$ cat config.mk
export PLATFORM = sky130hd
export DESIGN_NAME = rs232_mem_master_flat
export DESIGN_NICKNAME = d
export VERILOG_FILES = /design/src/rtl/rs232_mem_pkg.sv /design/src/rtl/rs232_mem_master_if.sv /design/src/rtl/rs232_mem_master.sv /design/src/flat_wrapper.sv
export SDC_FILE = /design/constraint.sdc
export NUM_CORES = 1
export LEC_CHECK = 0
export ABC_CLOCK_PERIOD_IN_PS = 3600
export CAP_MARGIN = 10
export CORE_UTILIZATION = 45
export DETAILED_ROUTE_END_ITERATION = 16
export PLACE_DENSITY_LB_ADDON = 0.25
export SYNTH_ARGS = -nofsm -noshare
export SYNTH_HDL_FRONTEND = slang
export SYNTH_SLANG_ARGS = --single-unit
$ cat constraint.sdc
create_clock -name clk -period 3.6 [get_ports clk]
set_input_delay 0.54 -clock clk [delete_from_list [all_inputs] [get_ports clk]]
set_output_delay 0.54 -clock clk [all_outputs]
set_load 0.02 [all_outputs]
$ cat src/rtl/rs232_mem_pkg.sv
// Shared constants, state encoding and helpers for the RS-232 memory master.
package rs232_mem_pkg;

  localparam int unsigned BYTE_W = 8;

  localparam logic [BYTE_W-1:0] CMD_READ  = 8'h52;
  localparam logic [BYTE_W-1:0] CMD_WRITE = 8'h57;
  localparam logic [BYTE_W-1:0] RPL_OK    = 8'h4B;
  localparam logic [BYTE_W-1:0] RPL_ERR   = 8'h45;

  typedef enum logic [2:0] {
    IDLE,
    GET_PAGE,
    GET_OFFSET,
    GET_DATA,
    GET_MASK,
    ISSUE,
    WAIT_ACK,
    SEND
  } state_t;

  // Saturating increment for the 8-bit error counter.
  function automatic logic [BYTE_W-1:0] sat_inc(input logic [BYTE_W-1:0] v);
    return (v == 8'hFF) ? v : v + 8'd1;
  endfunction

endpackage

$ cat src/rtl/rs232_mem_master_if.sv
// Memory request bus driven by the RS-232 command master.
interface rs232_mem_master_if;
  import rs232_mem_pkg::*;

  logic [BYTE_W-1:0] rs232_mem_page;
  logic [BYTE_W-1:0] rs232_mem_offset;
  logic [BYTE_W-1:0] rs232_mem_wr_data;
  logic [BYTE_W-1:0] rs232_mem_wr_msk;
  logic              rs232_mem_wr_en;
  logic              rs232_mem_rd_en;
  logic [BYTE_W-1:0] rs232_mem_rd_data;
  logic              rs232_mem_ack;

  modport master (
    output rs232_mem_page, rs232_mem_offset, rs232_mem_wr_data, rs232_mem_wr_msk,
    output rs232_mem_wr_en, rs232_mem_rd_en,
    input  rs232_mem_rd_data, rs232_mem_ack
  );

  modport slave (
    input  rs232_mem_page, rs232_mem_offset, rs232_mem_wr_data, rs232_mem_wr_msk,
    input  rs232_mem_wr_en, rs232_mem_rd_en,
    output rs232_mem_rd_data, rs232_mem_ack
  );

endinterface

$ cat src/rtl/rs232_mem_master.sv
// Parses UART read/write frames, issues one memory request per frame and
// returns a single reply byte (read data, ack code or timeout code).
module rs232_mem_master
  import rs232_mem_pkg::*;
#(
  parameter int unsigned ACK_TIMEOUT  = 255,
  parameter int unsigned BYTE_TIMEOUT = 100000
) (
  input  logic                  clk,
  input  logic                  rst,
  input  logic [BYTE_W-1:0]     rx_data,
  input  logic                  rx_valid,
  output logic [BYTE_W-1:0]     tx_data,
  output logic                  tx_valid,
  input  logic                  tx_ready,
  rs232_mem_master_if.master    mem,
  output logic                  busy,
  output logic [BYTE_W-1:0]     err_count
);

  localparam int unsigned ACK_TW  = 16;
  localparam int unsigned BYTE_TW = 24;

  state_t               state, state_nx;
  logic                 is_write, is_write_nx;
  logic [ACK_TW-1:0]    ack_timer, ack_timer_nx;
  logic [BYTE_TW-1:0]   byte_timer, byte_timer_nx;
  logic [BYTE_W-1:0]    page_nx, offset_nx, wr_data_nx, wr_msk_nx, tx_data_nx, err_count_nx;
  logic                 tx_valid_nx, wr_en_nx, rd_en_nx, busy_nx;
  logic                 err_event;

  logic rx_is_cmd, byte_expired, ack_expired, tx_done;
  assign rx_is_cmd    = (rx_data == CMD_READ) || (rx_data == CMD_WRITE);
  assign byte_expired = (byte_timer <= BYTE_TW'(1));
  assign ack_expired  = (ack_timer <= ACK_TW'(1));
  assign tx_done      = tx_valid && tx_ready;

  always_ff @(posedge clk or posedge rst) begin
    if (rst) state <= IDLE;
    else     state <= state_nx;
  end

  always_comb begin
    state_nx = state;
    case (state)
      IDLE:       if (rx_valid && rx_is_cmd) state_nx = GET_PAGE;
      GET_PAGE:   if (rx_valid) state_nx = GET_OFFSET;
                  else if (byte_expired) state_nx = IDLE;
      GET_OFFSET: if (rx_valid) state_nx = is_write ? GET_DATA : ISSUE;
                  else if (byte_expired) state_nx = IDLE;
      GET_DATA:   if (rx_valid) state_nx = GET_MASK;
                  else if (byte_expired) state_nx = IDLE;
      GET_MASK:   if (rx_valid) state_nx = ISSUE;
                  else if (byte_expired) state_nx = IDLE;
      ISSUE:      state_nx = WAIT_ACK;
      WAIT_ACK:   if (mem.rs232_mem_ack || ack_expired) state_nx = SEND;
      SEND:       if (tx_done) state_nx = IDLE;
      default:    state_nx = IDLE;
    endcase
  end

  // Next values of every registered output, timer and frame field.
  always_comb begin
    is_write_nx   = is_write;
    byte_timer_nx = byte_timer;
    ack_timer_nx  = ack_timer;
    page_nx       = mem.rs232_mem_page;
    offset_nx     = mem.rs232_mem_offset;
    wr_data_nx    = mem.rs232_mem_wr_data;
    wr_msk_nx     = mem.rs232_mem_wr_msk;
    tx_data_nx    = tx_data;
    tx_valid_nx   = 1'b0;
    wr_en_nx      = (state_nx == ISSUE) && is_write;
    rd_en_nx      = (state_nx == ISSUE) && !is_write;
    busy_nx       = (state_nx != IDLE);
    err_event     = 1'b0;
    case (state)
      IDLE: begin
        if (rx_valid) begin
          if (rx_is_cmd) begin
            is_write_nx   = (rx_data == CMD_WRITE);
            byte_timer_nx = BYTE_TW'(BYTE_TIMEOUT);
          end else begin
            err_event = 1'b1;
          end
        end
      end
      GET_PAGE, GET_OFFSET, GET_DATA, GET_MASK: begin
        if (rx_valid) begin
          byte_timer_nx = BYTE_TW'(BYTE_TIMEOUT);
          case (state)
            GET_PAGE:   page_nx    = rx_data;
            GET_OFFSET: offset_nx  = rx_data;
            GET_DATA:   wr_data_nx = rx_data;
            default:    wr_msk_nx  = rx_data;
          endcase
        end else if (byte_expired) begin
          byte_timer_nx = '0;
          err_event     = 1'b1;
        end else begin
          byte_timer_nx = byte_timer - BYTE_TW'(1);
        end
      end
      ISSUE: begin
        ack_timer_nx = ACK_TW'(ACK_TIMEOUT);
        err_event    = rx_valid;
      end
      WAIT_ACK: begin
        err_event = rx_valid;
        if (mem.rs232_mem_ack) begin
          ack_timer_nx = '0;
          tx_data_nx   = is_write ? RPL_OK : mem.rs232_mem_rd_data;
        end else if (ack_expired) begin
          ack_timer_nx = '0;
          tx_data_nx   = RPL_ERR;
          err_event    = 1'b1;
        end else begin
          ack_timer_nx = ack_timer - ACK_TW'(1);
        end
      end
      SEND: begin
        err_event   = rx_valid;
        // First SEND cycle only loads tx_valid, giving a two-cycle ack-to-valid latency.
        tx_valid_nx = !tx_done;
      end
      default: ;
    endcase
    err_count_nx = err_event ? sat_inc(err_count) : err_count;
  end

  always_ff @(posedge clk or posedge rst) begin
    if (rst) begin
      is_write              <= 1'b0;
      byte_timer            <= '0;
      ack_timer             <= '0;
      mem.rs232_mem_page    <= '0;
      mem.rs232_mem_offset  <= '0;
      mem.rs232_mem_wr_data <= '0;
      mem.rs232_mem_wr_msk  <= '0;
      mem.rs232_mem_wr_en   <= 1'b0;
      mem.rs232_mem_rd_en   <= 1'b0;
      tx_data               <= '0;
      tx_valid              <= 1'b0;
      busy                  <= 1'b0;
      err_count             <= '0;
    end else begin
      is_write              <= is_write_nx;
      byte_timer            <= byte_timer_nx;
      ack_timer             <= ack_timer_nx;
      mem.rs232_mem_page    <= page_nx;
      mem.rs232_mem_offset  <= offset_nx;
      mem.rs232_mem_wr_data <= wr_data_nx;
      mem.rs232_mem_wr_msk  <= wr_msk_nx;
      mem.rs232_mem_wr_en   <= wr_en_nx;
      mem.rs232_mem_rd_en   <= rd_en_nx;
      tx_data               <= tx_data_nx;
      tx_valid              <= tx_valid_nx;
      busy                  <= busy_nx;
      err_count             <= err_count_nx;
    end
  end

endmodule
$ cat src/flat_wrapper.sv
// flat-port wrapper written by rule: the top's interface ports become plain ports
module rs232_mem_master_flat import rs232_mem_pkg::*;
#(
  parameter int unsigned ACK_TIMEOUT  = 255,
  parameter int unsigned BYTE_TIMEOUT = 100000
)
  (clk, rst, rx_data, rx_valid, tx_data, tx_valid, tx_ready, busy, err_count, mem_rs232_mem_page, mem_rs232_mem_offset, mem_rs232_mem_wr_data, mem_rs232_mem_wr_msk, mem_rs232_mem_wr_en, mem_rs232_mem_rd_en, mem_rs232_mem_rd_data, mem_rs232_mem_ack);
  rs232_mem_master_if mem_i ();
  input  logic clk;
  input  logic rst;
  input  logic [BYTE_W-1:0] rx_data;
  input  logic rx_valid;
  output logic [BYTE_W-1:0] tx_data;
  output logic tx_valid;
  input  logic tx_ready;
  output logic busy;
  output logic [BYTE_W-1:0] err_count;
  output wire logic [$bits(mem_i.rs232_mem_page)-1:0] mem_rs232_mem_page;
  output wire logic [$bits(mem_i.rs232_mem_offset)-1:0] mem_rs232_mem_offset;
  output wire logic [$bits(mem_i.rs232_mem_wr_data)-1:0] mem_rs232_mem_wr_data;
  output wire logic [$bits(mem_i.rs232_mem_wr_msk)-1:0] mem_rs232_mem_wr_msk;
  output wire logic [$bits(mem_i.rs232_mem_wr_en)-1:0] mem_rs232_mem_wr_en;
  output wire logic [$bits(mem_i.rs232_mem_rd_en)-1:0] mem_rs232_mem_rd_en;
  input wire logic [$bits(mem_i.rs232_mem_rd_data)-1:0] mem_rs232_mem_rd_data;
  input wire logic [$bits(mem_i.rs232_mem_ack)-1:0] mem_rs232_mem_ack;
  assign mem_rs232_mem_page = mem_i.rs232_mem_page;
  assign mem_rs232_mem_offset = mem_i.rs232_mem_offset;
  assign mem_rs232_mem_wr_data = mem_i.rs232_mem_wr_data;
  assign mem_rs232_mem_wr_msk = mem_i.rs232_mem_wr_msk;
  assign mem_rs232_mem_wr_en = mem_i.rs232_mem_wr_en;
  assign mem_rs232_mem_rd_en = mem_i.rs232_mem_rd_en;
  assign mem_i.rs232_mem_rd_data = mem_rs232_mem_rd_data;
  assign mem_i.rs232_mem_ack = mem_rs232_mem_ack;
  rs232_mem_master #(.ACK_TIMEOUT(ACK_TIMEOUT), .BYTE_TIMEOUT(BYTE_TIMEOUT)) u_core (.clk(clk), .rst(rst), .rx_data(rx_data), .rx_valid(rx_valid), .tx_data(tx_data), .tx_valid(tx_valid), .tx_ready(tx_ready), .mem(mem_i), .busy(busy), .err_count(err_count));
endmodule
==> metrics.yaml, run 1 <==
peak_freq_mhz: 341
report.final.setup_viol: 0
worst_skew_pair.late_latency_ps: 370
avgViaCountPerCell: 5.53
area_delta_synth_final_pct: 23.3
wirelength_um: 10500
grt_util_met1_pct: 28.3
syn_nets: 476
synth.ff_latch_count: 96
grt_most_used_layer: "met2"
buffer_ports.inserted: 72
globalRouteMet3Util_pct: 7.86
irDropWorstVdd_uv: 484
die_y_um: 103
post_route_cells_drive_above_1_share_pct: 13.8
nets: 551
count_of_synthesis_stage_warnings_from_yosys: 0
rrSetupSlack_ps: 660
worstPathCellList: "or4_4 -> or4_1 -> nor2_1 -> or4_1 -> nand3_1 -> or4_1"
power.clock.fraction_pct: 15.0
criticalPathCategory: "reg2reg"
worst_setup_path_start_kind: "flip-flop"
min_path_type: "reg2reg"
async_flop_share_pct: 100
tritoncts: "done"
grt_max_degree: 42
post_cts.resized_instances: 0
io_pins: 73
drtPass1Iterations: 4
timing.final.crit_period_ps: 2940
drc: 0
place_worst_setup_slack_ps: 698
outcome: "complete, no violations"
worst_slack_ps: 663
clock_path_buffers: 2
cts_hold_bufs: 0
synth_top_cell_by_area: "sky130_fd_sc_hd__dfrtp_1"
netSwitchingFraction_pct: 40.2
worst_slew_margin_rel_pct: 51.8
root_buffer: "sky130_fd_sc_hd__clkbuf_8"
critPathTopFamily: "simple AND/OR/NAND/NOR gates"
required_ps: 3840
start_util_pct: 46.7
inserted_clock_buffers: 9
clock_tree.htree_level_count: 3
number_of_antenna_cells_inserted: 0
synth-edff-count: 0
drt_iter0_drc: 167
cellPowerDensity_nw_per_um2: 799
wl_per_cell_um: 15.8
overflow: 0
yosys.area.top_type_share_pct: 52.1
synth.yosys.seq_area_share_pct: 52.1
timing.setup.tns_ps: 0
gp_congestion: 0.838
grt_pass1_wl_um: 17100
crit_path_end_kind: "flip-flop"
dp_hpwl_um: 7250
core_region_area_um2: 9860
die_width_um: 103
grt_pass1_vias: 3517
number_of_max_capacitance_violations_reported: 0
clock_sinks: 96
cpMostUsedCell: "sky130_fd_sc_hd__or4_1"
internal_power_w: 0.00272
comb_power_share_pct: 46.8
rsz0062_at_grt: "false"
hold_slack_ps: 474
synth.top_cells.by_area: "sky130_fd_sc_hd__dfrtp_1, sky130_fd_sc_hd__mux2_2, sky130_fd_sc_hd__nor2_1"
gr-usage-all-layers_pct: 21.0
worstPathMaxFanout: 8
share_seq_of_total_power_pct: 38.2
postCtsSetupBuffers: 0
postSynthCellCount: 450
final-max-slew-violation-count: 0
power_switching_w: 0.00183
critical_path_buf_inv_count: 0
vias: 3667
timing.clock.skew_ps: 12.6
min_period_over_period_pct: 81.6
critical_path.max_stage_delay_ps: 620
post_synth_instance_area_um2: 4610
leakage_nw: 2.39
finish.utilization_pct: 57.6
max_slew.worst_pin.slew_ps: 722
die_area_um2: 10600
synthFlopType: "sky130_fd_sc_hd__dfrtp_1"
synth.top_cells.by_count: "sky130_fd_sc_hd__dfrtp_1, sky130_fd_sc_hd__nor2_1, sky130_fd_sc_hd__mux2_2, sky130_fd_sc_hd__nand2_1, sky130_fd_sc_hd__o21ai_0"
report.final.hold_viol_count: 0
crit_slowest_cell: "sky130_fd_sc_hd__or4_1"
grtUsageMet2_pct: 32.3
yosys.cell_types.count: 51
row_count: 36
antenna_left: 0
worstPathArrival_ps: 3170
syn_avg_cell_area_um2: 10.2
worst_setup_hold_path_clk_slew_ps: 100
dominant_cell_by_count_in_the_synthesized_netlist: "sky130_fd_sc_hd__dfrtp_1"
number_of_antenna_violations_at_the_first_check_in_global_routing: 0
==> worst register-to-register path, cell delays in order (launching register included) <==
cell                      delay (ps)
sky130_fd_sc_hd__dfrtp_1         460
sky130_fd_sc_hd__or4_4           520
sky130_fd_sc_hd__or4_1           620
sky130_fd_sc_hd__nor2_1          430
sky130_fd_sc_hd__or4_1           180
sky130_fd_sc_hd__nand3_1         120
sky130_fd_sc_hd__or4_1           480
==> routing by layer <==
layer  part of all wire (%)  vias up
met4                   0.87        0
li1                       -     1773
met2                     46       80
met3                    6.5       10
met5                      0        -
met1                     46     1804
==> per-stage QoR <==
step	total power, W	instance area [um^2]	cells
CTS	0.00457	5680	663
global placement	0.00382	5490	647
detailed placement	0.00387	5490	647
finish	0.00454	5680	663
global route	0.00485	5680	663
floorplan	0.00301	4610	450
==> state kept, by name, indices dropped and copies added, names as in the netlist <==
signal                        flops
u_core.ack_timer                 16
u_core.busy                       1
u_core.byte_timer                24
u_core.err_count                  8
u_core.is_write                   1
u_core.mem.rs232_mem_offset       8
u_core.mem.rs232_mem_page         8
u_core.mem.rs232_mem_rd_en        1
u_core.mem.rs232_mem_wr_data      8
u_core.mem.rs232_mem_wr_en        1
u_core.mem.rs232_mem_wr_msk       8
u_core.state                      3
u_core.tx_data                    8
u_core.tx_valid                   1
==> path summary, 6_finish.rpt <==
check                                            startpoint                          endpoint  cells past startpoint
min in group asynchronous                               rst   u_core.err_count[5]$_DFFE_PP0P_                      2
max reg2reg                u_core.byte_timer[9]$_DFFE_PP0P_             u_core.busy$_DFF_PP0_                      6
min reg2reg                   u_core.tx_data[0]$_DFFE_PP0P_     u_core.tx_data[0]$_DFFE_PP0P_                      2
max in group asynchronous                               rst  u_core.ack_timer[10]$_DFFE_PP0P_                      3
max                        u_core.byte_timer[9]$_DFFE_PP0P_             u_core.busy$_DFF_PP0_                      6
min                           u_core.tx_data[0]$_DFFE_PP0P_     u_core.tx_data[0]$_DFFE_PP0P_                      2
==> cell families (layout without fill, tap and decap cells) <==
group	Yosys count	count (layout)	synth area share, %
adders and majority gates	5	5	1.36
DFF	96	96	52.1
muxes	33	33	8.07
xor gates and xnor gates	21	21	3.99
buffers and inverters	29	109	2.42
AOI/OAI and AO/OA	96	96	13.3
and+or+nand+nor	170	170	18.7
==> power by group through the flow <==
stage               clock network, W  registers (W)  logic [W]
finish                      0.000680        0.00174    0.00213
global route                0.000748        0.00179    0.00231
CTS                         0.000700        0.00173    0.00214
detailed placement                 0        0.00175    0.00213
global placement                   0        0.00173    0.00208
floorplan                          0        0.00198    0.00103
==> layout make-up <==
cell class / instances / area (um^2)
clock buffer: 11 / 151
clock inverter: 5 / 37.5
fill: 845 / 4180
inverter: 13 / 50.0
multi-input combinational: 325 / 2090
sequential: 96 / 2400
tap: 133 / 166
timing repair buffer: 80 / 781
==> cells in the final DEF (no fill, tap or decap), drive strengths merged, types with 4 or more instances in the layout <==
| cell | count |
|---|---|
| a21o | 4 |
| a21oi | 25 |
| a31oi | 4 |
| and3 | 7 |
| buf | 8 |
| clkbuf | 11 |
| clkdlybuf4s50 | 72 |
| dfrtp | 96 |
| ha | 5 |
| inv | 14 |
| mux2 | 33 |
| nand2 | 30 |
| nand3 | 12 |
| nand4 | 9 |
| nor2 | 48 |
| nor2b | 5 |
| nor3 | 16 |
| nor4 | 15 |
| o21ai | 29 |
| o31ai | 6 |
| o41ai | 5 |
| or2 | 8 |
| or3 | 6 |
| or4 | 6 |
| xnor2 | 16 |
| xor2 | 5 |
Note: power is estimated with default switching activity, not from simulation.
==> inputs of run 2 (changes only) <==
- ABC_CLOCK_PERIOD_IN_PS: 3600 -> 2800
- clock period: 3.6 -> 2.8 ns (I/O delays scaled with it)
==> metrics.yaml, run 2 (synthesized netlist as in run 1, its figures left out) <==
outcome: "complete, no violations"
criticalPathCategory: "reg2reg"
row_count: 36  # unchanged
crit_path_end_kind: "flip-flop"
layout_commonest_cell: "sky130_fd_sc_hd__dfrtp_1"
worst_skew_pair.late_latency_ps: 370  # about the same
post_route_cells_drive_above_1_share_pct: 16.3  # +2.5 points
number_of_max_capacitance_violations_reported: 0  # unchanged
buffer_ports.inserted: 72  # unchanged
report.final.setup_viol: 0  # unchanged
cts_hold_bufs: 0  # unchanged
multi_input_gate_area_um2: 2090  # unchanged
worst_setup_path_start_kind: "flip-flop"
inserted_clock_buffers: 9  # unchanged
wl_per_cell_um: 15.3  # -3.2%
largest_registers: "u_core.byte_timer (24), u_core.ack_timer (16)"
clock_tree.htree_level_count: 3  # unchanged
wirelength_met1_um: 4760  # -1.6%
worstPathCellList: "or4_4 -> or4_1 -> or2_4 -> a22o_1 -> or2_1 -> or4_1"
cellPowerDensity_nw_per_um2: 1020  # +27%
required_ps: 3040  # -800 ps
clock_path_buffers: 2  # unchanged
avgViaCountPerCell: 5.54  # +0.23%
timing.final.crit_period_ps: 2690  # -246 ps
crit_slowest_cell: "sky130_fd_sc_hd__or4_4"
sequential_cell_area_um2: 2400  # unchanged
cpMostUsedCell: "sky130_fd_sc_hd__or4_1"
largest_reg_flops: 24  # unchanged
leakage_nw: 2.47  # +3.7%
tritoncts: "done"
gr-usage-all-layers_pct: 21.0  # about the same
die_width_um: 103  # unchanged
grt_max_degree: 38  # -9.5%
min_path_type: "in2async"
drt_iter0_drc: 180  # +7.8%
drc: 0  # unchanged
critical_path_buf_inv_count: 0  # unchanged
overflow: 0  # unchanged
area_delta_synth_final_pct: 26.7
vias: 3764  # +2.6%
nets: 567  # +2.9%
peak_freq_mhz: 372  # +9.2%
critPathTopFamily: "simple AND/OR/NAND/NOR gates"
irDropWorstVdd_uv: 599  # +24%
critical_path.max_stage_delay_ps: 560  # -60 ps
hold_slack_ps: 396  # -77.9 ps
worstPathMaxFanout: 4  # -4
grt_pass1_wl_um: 16900  # -1.4%
gp_congestion: 0.809  # -3.4%
drtPass1Iterations: 4  # unchanged
post_cts.resized_instances: 0  # unchanged
report.final.hold_viol_count: 0  # unchanged
timing.setup.tns_ps: 0  # unchanged
min_period_over_period_pct: 96.1  # +15 points
worst_slew_margin_rel_pct: 60.4  # +8.6 points
worstPathArrival_ps: 2930  # -240 ps
timing.clock.skew_ps: 11.4  # -1.22 ps
root_buffer: "sky130_fd_sc_hd__clkbuf_8"
core_region_area_um2: 9860  # unchanged
worst_setup_hold_path_clk_slew_ps: 100  # about the same
clock_sinks: 96  # unchanged
commonest_non_fill_non_tap_cells_in_the_layout: "sky130_fd_sc_hd__dfrtp_1, sky130_fd_sc_hd__clkdlybuf4s50_1, sky130_fd_sc_hd__nor2_1"
dr.max_layer_used: "met4"
number_of_antenna_cells_inserted: 0  # unchanged
routed-wl-met2_um: 4910  # +0.64%
start_util_pct: 46.7  # unchanged
grt_pass1_vias: 3461  # -1.6%
final-max-slew-violation-count: 0  # unchanged
die_area_um2: 10600  # unchanged
detailroute.wirelength.met3_um: 601  # -13%
dp_hpwl_um: 7410  # +2.1%
wirelength_um: 10400  # -0.91%
rsz0062_at_grt: "false"
io_pins: 73  # unchanged
postCtsSetupBuffers: 0  # unchanged
antenna_left: 0  # unchanged
n_fill_cell: 826  # -2.2%
regMostFlops: "u_core.byte_timer"
die_y_um: 103  # unchanged
total_power_w: 0.00593  # +31%
finish.utilization_pct: 59.2  # +1.6 points
number_of_antenna_violations_at_the_first_check_in_global_routing: 0  # unchanged
max_slew.worst_pin.slew_ps: 592  # -130 ps
run 2: path summary, 6_finish.rpt:
kind | endpoint | startpoint | depth (start not counted) | slack, ps
worst min-delay path | u_core.ack_timer[15]$_DFFE_PP0P_ | rst | 2 | 400
min in group clk | u_core.tx_data[0]$_DFFE_PP0P_ | u_core.tx_data[0]$_DFFE_PP0P_ | 2 | 480
worst max-delay path | u_core.busy$_DFF_PP0_ | u_core.byte_timer[10]$_DFFE_PP0P_ | 6 | 110
worst min register to register | u_core.tx_data[0]$_DFFE_PP0P_ | u_core.tx_data[0]$_DFFE_PP0P_ | 2 | 480
max in group asynchronous | u_core.byte_timer[14]$_DFFE_PP0P_ | rst | 3 | 1780
worst max register to register | u_core.busy$_DFF_PP0_ | u_core.byte_timer[10]$_DFFE_PP0P_ | 6 | 110
run 2: power by group:
part	internal, W	switching [W]	total, W
Sequential	0.00184	0.000389	0.00223
Clock	0.000448	0.000504	0.000952
Combinational	0.00131	0.00144	0.00275
run 2: through the flow:
stage / std cells / setup WS [ps] / cell area (um^2)
after global routing: 679 / 3.74 / 5840
after CTS: 679 / 97.4 / 5840
final: 679 / 110 / 5840
after detailed placement: 663 / 105 / 5630
after global placement: 663 / 132 / 5630
after floorplan: 450 / 58.1 / 4610
run 2: area by class of cell:
type                    count  area share (%)
well taps                 133            2.85
flip-flops and latches     96            41.1
clock buffers              10            2.36
repair buffers             96            15.6
clock inverters             6            1.24
inverters                  13           0.900
multi-input cells         325            35.9
run 2: routing by layer:
layer  vias up  GRT usage (%)
li1       1815              -
met1      1862           28.8
met2        78           31.7
met3         9           5.44
met4         0           8.99
met5         -              0
